## config.mk

```make
export PLATFORM = sky130hd
export DESIGN_NAME = serial_pattern_scan_ctrl
export DESIGN_NICKNAME = d
export VERILOG_FILES = /design/src/rtl/serial_pattern_scan_pkg.sv /design/src/rtl/serial_pattern_scan_ctrl_match.sv /design/src/rtl/serial_pattern_scan_ctrl.sv
export SDC_FILE = /design/constraint.sdc
export NUM_CORES = 1
export LEC_CHECK = 0
export BUFFER_PORTS_ARGS = -buffer_cell sky130_fd_sc_hd__buf_2
export CAP_MARGIN = 20
export CORE_MARGIN = 1.5
export CORE_UTILIZATION = 35
export DETAILED_ROUTE_END_ITERATION = 16
export GPL_TIMING_DRIVEN = 0
export HOLD_SLACK_MARGIN = 0.06
export PLACE_DENSITY = 0.54
export RECOVER_POWER = 50
export SETUP_SLACK_MARGIN = 0.15
export SLEW_MARGIN = 25
export SYNTH_ARGS = -nofsm -noshare
export SYNTH_HDL_FRONTEND = slang
export SYNTH_HIERARCHICAL = 1
export SYNTH_SLANG_ARGS = --single-unit
```

## constraint.sdc

```tcl
create_clock -name clk -period 2.1 [get_ports clk]
set_input_delay 0.21 -clock clk [delete_from_list [all_inputs] [get_ports clk]]
set_output_delay 0.21 -clock clk [all_outputs]
set_load 0.05 [all_outputs]
```

## src/rtl/serial_pattern_scan_pkg.sv

```systemverilog
// rtl/serial_pattern_scan_pkg.sv - shared types and defaults for the serial pattern scanner
package serial_pattern_scan_pkg;

    typedef enum logic {
        IDLE  = 1'b0,
        SHIFT = 1'b1
    } scan_state_t;

    localparam logic [3:0] DEFAULT_PATTERN = 4'b1101;
    localparam int         DEFAULT_LEN     = 4;

endpackage

```

## src/rtl/serial_pattern_scan_ctrl_match.sv

```systemverilog
// rtl/serial_pattern_scan_ctrl_match.sv - serial pattern matcher with length-masked compare
module pattern_match_core #(
    parameter int PAT_W = 4,
    parameter int LEN_W = $clog2(PAT_W) + 1
) (
    input  logic             clk,
    input  logic             rst,
    input  logic             bit_valid,
    input  logic             bit_in,
    input  logic [PAT_W-1:0] pattern,
    input  logic [LEN_W-1:0] len,
    input  logic             clear,
    output logic             hit
);

    logic [PAT_W-1:0] history_q, history_d;
    logic [LEN_W-1:0] vcnt_q, vcnt_d;
    logic             hit_q, hit_d;
    logic             eq;

    // Shift the new bit into history and compare the low len bits against the pattern.
    always_comb begin
        history_d = history_q;
        vcnt_d    = vcnt_q;
        hit_d     = 1'b0;
        eq        = 1'b1;
        if (clear) begin
            history_d = '0;
            vcnt_d    = '0;
        end else if (bit_valid) begin
            history_d = {history_q[PAT_W-2:0], bit_in};
            if (vcnt_q != LEN_W'(PAT_W)) begin
                vcnt_d = vcnt_q + LEN_W'(1);
            end
            for (int i = 0; i < PAT_W; i++) begin
                if ((i < int'(len)) && (history_d[i] != pattern[i])) begin
                    eq = 1'b0;
                end
            end
            hit_d = (len != '0) && (vcnt_d >= len) && eq;
        end
    end

    // History, valid-bit count and registered hit.
    always_ff @(posedge clk or posedge rst) begin
        if (rst) begin
            history_q <= '0;
            vcnt_q    <= '0;
            hit_q     <= 1'b0;
        end else begin
            history_q <= history_d;
            vcnt_q    <= vcnt_d;
            hit_q     <= hit_d;
        end
    end

    assign hit = hit_q;

endmodule

```

## src/rtl/serial_pattern_scan_ctrl.sv

```systemverilog
// rtl/serial_pattern_scan_ctrl.sv - word serialiser, hit counter and threshold alarm
module serial_pattern_scan_ctrl
    import serial_pattern_scan_pkg::*;
#(
    parameter int WORD_W = 8,
    parameter int PAT_W  = 4,
    parameter int CNT_W  = 8
) (
    input  logic                 clk,
    input  logic                 rst,
    input  logic                 cfg_we,
    input  logic [PAT_W-1:0]     cfg_pattern,
    input  logic [$clog2(PAT_W):0] cfg_len,
    input  logic [CNT_W-1:0]     thresh,
    input  logic                 stat_clr,
    input  logic                 in_valid,
    input  logic [WORD_W-1:0]    in_data,
    output logic                 in_ready,
    output logic                 busy,
    output logic                 hit,
    output logic [CNT_W-1:0]     hit_count,
    output logic                 alarm
);

    localparam int LEN_W = $clog2(PAT_W) + 1;
    localparam int IDX_W = $clog2(WORD_W);

    scan_state_t       state_q, state_d;
    logic [WORD_W-1:0] shreg_q, shreg_d;
    logic [IDX_W-1:0]  idx_q, idx_d;
    logic [PAT_W-1:0]  pattern_q, pattern_d;
    logic [LEN_W-1:0]  len_q, len_d;
    logic [CNT_W-1:0]  cnt_q, cnt_d, cnt_inc;
    logic              alarm_q, alarm_d;
    logic              accept, cfg_ok, core_hit;

    assign in_ready = (state_q == IDLE) || (idx_q == '0);
    assign busy     = (state_q == SHIFT);
    assign accept   = in_valid && in_ready;
    // A config write racing a word handshake is dropped so the word is never
    // matched against a half-applied pattern.
    assign cfg_ok   = cfg_we && (state_q == IDLE) && !accept;
    assign cnt_inc  = (cnt_q == '1) ? cnt_q : cnt_q + CNT_W'(1);

    // Next-state logic for the serialiser FSM, configuration and statistics.
    always_comb begin
        state_d   = state_q;
        shreg_d   = shreg_q;
        idx_d     = idx_q;
        pattern_d = pattern_q;
        len_d     = len_q;
        cnt_d     = cnt_q;
        alarm_d   = alarm_q;
        case (state_q)
            IDLE: begin
                if (accept) begin
                    shreg_d = in_data;
                    idx_d   = IDX_W'(WORD_W - 1);
                    state_d = SHIFT;
                end
            end
            SHIFT: begin
                shreg_d = {shreg_q[WORD_W-2:0], 1'b0};
                idx_d   = idx_q - IDX_W'(1);
                if (idx_q == '0) begin
                    if (in_valid) begin
                        shreg_d = in_data;
                        idx_d   = IDX_W'(WORD_W - 1);
                    end else begin
                        state_d = IDLE;
                    end
                end
            end
            default: state_d = IDLE;
        endcase
        if (cfg_ok) begin
            pattern_d = cfg_pattern;
            len_d     = (cfg_len > LEN_W'(PAT_W)) ? LEN_W'(PAT_W) : cfg_len;
        end
        if (stat_clr || cfg_ok) begin
            cnt_d   = '0;
            alarm_d = 1'b0;
        end else if (core_hit) begin
            cnt_d = cnt_inc;
            if ((thresh != '0) && (cnt_inc >= thresh)) begin
                alarm_d = 1'b1;
            end
        end
    end

    // Controller state registers.
    always_ff @(posedge clk or posedge rst) begin
        if (rst) begin
            state_q   <= IDLE;
            shreg_q   <= '0;
            idx_q     <= '0;
            pattern_q <= PAT_W'(DEFAULT_PATTERN);
            len_q     <= LEN_W'(DEFAULT_LEN);
            cnt_q     <= '0;
            alarm_q   <= 1'b0;
        end else begin
            state_q   <= state_d;
            shreg_q   <= shreg_d;
            idx_q     <= idx_d;
            pattern_q <= pattern_d;
            len_q     <= len_d;
            cnt_q     <= cnt_d;
            alarm_q   <= alarm_d;
        end
    end

    pattern_match_core #(
        .PAT_W (PAT_W),
        .LEN_W (LEN_W)
    ) u_match (
        .clk       (clk),
        .rst       (rst),
        .bit_valid (busy),
        .bit_in    (shreg_q[WORD_W-1]),
        .pattern   (pattern_q),
        .len       (len_q),
        .clear     (cfg_ok),
        .hit       (core_hit)
    );

    assign hit       = core_hit;
    assign hit_count = cnt_q;
    assign alarm     = alarm_q;

endmodule
```

==> flow_summary.json <==
{
  "fin_cells": 376,
  "io_pins": 40,
  "fin_crit_sh": 0.990,
  "placed_area_mm2": 0.00258,
  "cts_max_path_buffers": 2,
  "cp.depth": 9,
  "wl_per_cell_um": 12.8,
  "worstPathArrival_ns": 2.28,
  "synth-edff-count": 0,
  "path_buf_inv": 1,
  "tightestPinTransition_ns": 1.09,
  "holdPathStages": 2,
  "period_needed_ns": 2.08,
  "min-delay-start": "cfg_pattern[0]",
  "syn_to_final_growth_pct": 30.9,
  "design.die.area_mm2": 0.00692,
  "drc_errors": 0,
  "wl_um": 4830,
  "synth_flop_cell": "dfrtp_1",
  "startpoint_type": "flop",
  "final_util": 0.469,
  "vias": 1862,
  "path_cells": "ha_4, buf_4, and2_4, o211ai_1, xnor2_1, ha_1, o21ai_0, a221o_1, a211oi_2",
  "synth_warnings": 6,
  "drive_gt1_frac": 0.381,
  "nNetsFinal": 342,
  "dp_cells": 341,
  "overflow": 0,
  "htreeDepth": 2,
  "dp_hpwl_um": 3420,
  "pre_cts_slack_ns": -0.118,
  "reg2reg_to": "alarm$_DFFE_PP0P_",
  "antenna_found_initial": 0,
  "p_leak_nw": 1.45,
  "fmax_ghz": 0.481,
  "grt_pass1_vias": 1805,
  "fp.coreArea_mm2": 0.00628,
  "cts_made_buffers": 5,
  "final.setup.worst_slack_ns": 0.0213,
  "yosys.cell_types.count": 52,
  "setup_viol": 0,
  "ys_async_sr_fraction": 1.00,
  "drv_slew": 0,
  "clock_sinks": 35,
  "first_iter_violations": 57,
  "finalWeightedCongestion": 0.774,
  "drt_first_pass_iters": 4,
  "start_util": 0.359,
  "syn_nets": 270,
  "hp-class": "in -> reg",
  "cts_root_buf": "clkbuf_8",
  "synth_top_area_cell": "dfrtp_1",
  "rsz0062_at_grt": "true",
  "critical-path-slowest-cell": "dfrtp_2",
  "fin_tns_setup_ns": 0,
  "endpoint": "alarm$_DFFE_PP0P_",
  "r2r_setup_slack_ns": 0.02,
  "yosysTopAreaCellShare": 0.345,
  "vdd_drop_max_v": 0.000822,
  "avgSynthCellArea_um2": 9.96,
  "run_status": "complete, no violations",
  "synth-seq-area-share": 0.391,
  "clkTransAtPathRegs_ns": 0.07,
  "hold_viol_final": 0,
  "power.density_mw_per_mm2": 1020,
  "maxCapViolCount": 0,
  "grt_max_degree": 29,
  "critPathMaxFanout": 3,
  "cp_slowest_stage_delay_ns": 0.45,
  "synth.area.top_cells": "dfrtp_1 34%, ha_1 8.9%, mux2i_1 4.9%",
  "postLayoutCellArea_mm2": 0.00295,
  "ant_nets": 0,
  "die_width_um": 83.2,
  "cp-end-kind": "flop",
  "slew_headroom": 0.271,
  "antennaDiodeCount": 0,
  "port_buffers": 38,
  "ff2ff_path_depth": 9,
  "syn_area_mm2": 0.00225,
  "p_total_mw": 3.00,
  "grt_pass1_wl_um": 8100,
  "required_ns": 2.30,
  "track_usage": 0.142,
  "cp-startpoint": "hit_count[1]$_DFFE_PP0P_",
  "clk_latency_ns": 0.28,
  "critical_path_class": "reg -> reg",
  "timing.hold.ws_ns": 0.158,
  "synth.ff_latch_count": 35,
  "drt-vias-per-instance": 4.95,
  "dieHeight_um": 83.2,
  "worstReg2RegStart": "hit_count[1]$_DFFE_PP0P_",
  "synth_cells": 226,
  "path_delay_family": "compound AO/OA/AOI/OAI gates",
  "num_rows": 29,
  "cts_tree": "yes",
  "clock_skew_ns": 0.00348
}
==> logic make-up after synthesis <==
| logic type | count (synthesis) | share of synthesized area |
|---|---|---|
| adder cells (fa/ha/maj) | 16 | 0.0889 |
| flip-flops | 35 | 0.391 |
| AND/OR/NAND/NOR | 63 | 0.155 |
| AO/OA/AOI/OAI | 52 | 0.167 |
| buffers and inverters | 30 | 0.0595 |
| multiplexers | 18 | 0.0923 |
| XOR/XNOR | 12 | 0.0467 |
==> metal layers <==
layer,vias up,global-route usage,wire length (um)
met3,5,0.0288,118
met2,19,0.231,2240
met1,891,0.192,2420
met4,0,0.0409,44
met5,-,0,0
li1,947,-,-
==> state kept, by name, summed over array words and instances (netlist names) <==
signal	cells
idx_q	3
u_match/hit	1
alarm	1
busy	1
u_match/vcnt_q	3
shreg_q	8
u_match/history_q	3
hit_count	8
pattern_q	4
len_q	3
==> cell usage in the layout (no fill, tap or decap), types with 4 or more instances in the layout <==
cell type  netlist  routed
a211oi_1         8       6
a21oi_1         14      13
buf_2            2      33
buf_4            1      27
clkbuf_1         2      10
clkbuf_8         0       5
dfrtp_1         31      23
dfrtp_2          0       8
dfstp_2          4       4
ha_1            16      12
ha_4             0       4
inv_1           22      20
mux2_4           5       7
mux2i_1         11      11
nand2_1         10      10
nand2b_1         4       4
nor2_1          18      18
nor2b_1          7       7
o21ai_0          7       5
xnor2_1          6       6
xor2_1           6       6
==> how the worst min path moves through the flow <==
stage / endpoint
after floorplan: u_match/history_q[0]$_DFFE_PP0P_
after global placement: u_match/vcnt_q[0]$_DFFE_PP0P_
after detailed placement: u_match/vcnt_q[0]$_DFFE_PP0P_
after CTS: pattern_q[3]$_DFFE_PP1P_
after global routing: pattern_q[0]$_DFFE_PP1P_
final: pattern_q[0]$_DFFE_PP1P_
==> where the power goes <==
group          leakage (nW)  internal [mW]  switching, mW
Sequential            0.415          0.931          0.200
Combinational         0.995          0.714          0.684
Clock                0.0422          0.233          0.234
==> area by class of cell <==
type	instances	area [um^2]
fill	622	3330
multi-input combinational	161	1350
sequential	35	891
timing repair buffer	65	390
tap	77	96.3
inverter	22	82.6
clock buffer	7	76.3
buffer	8	51.3
clock inverter	1	5.00
==> repair_timing <==
| item | in CTS | in global routing |
|---|---|---|
| buffers inserted | 9 | 17 |
| pin swaps | 4 | 11 |
| gates resized for setup | 3 | 16 |
| setup endpoints to repair | 3 | 3 |
| hold buffers | 1 | 0 |
| endpoints found under the hold margin | 31 | 0 |
==> synthesized netlist by cell type (3+ instances only) <==
cell type   n
o21ai_0     7
nand3_1     3
dfstp_2     4
nand2_1    10
a21o_1      3
mux2_4      5
nor3_1      4
ha_1       16
a211oi_1    8
nor4_1      3
xnor2_1     6
nor2b_1     7
mux2i_1    11
dfrtp_1    31
nand2b_1    4
inv_1      22
a21oi_1    14
xor2_1      6
nor2_1     18
Power figures use the tool's default switching activity.
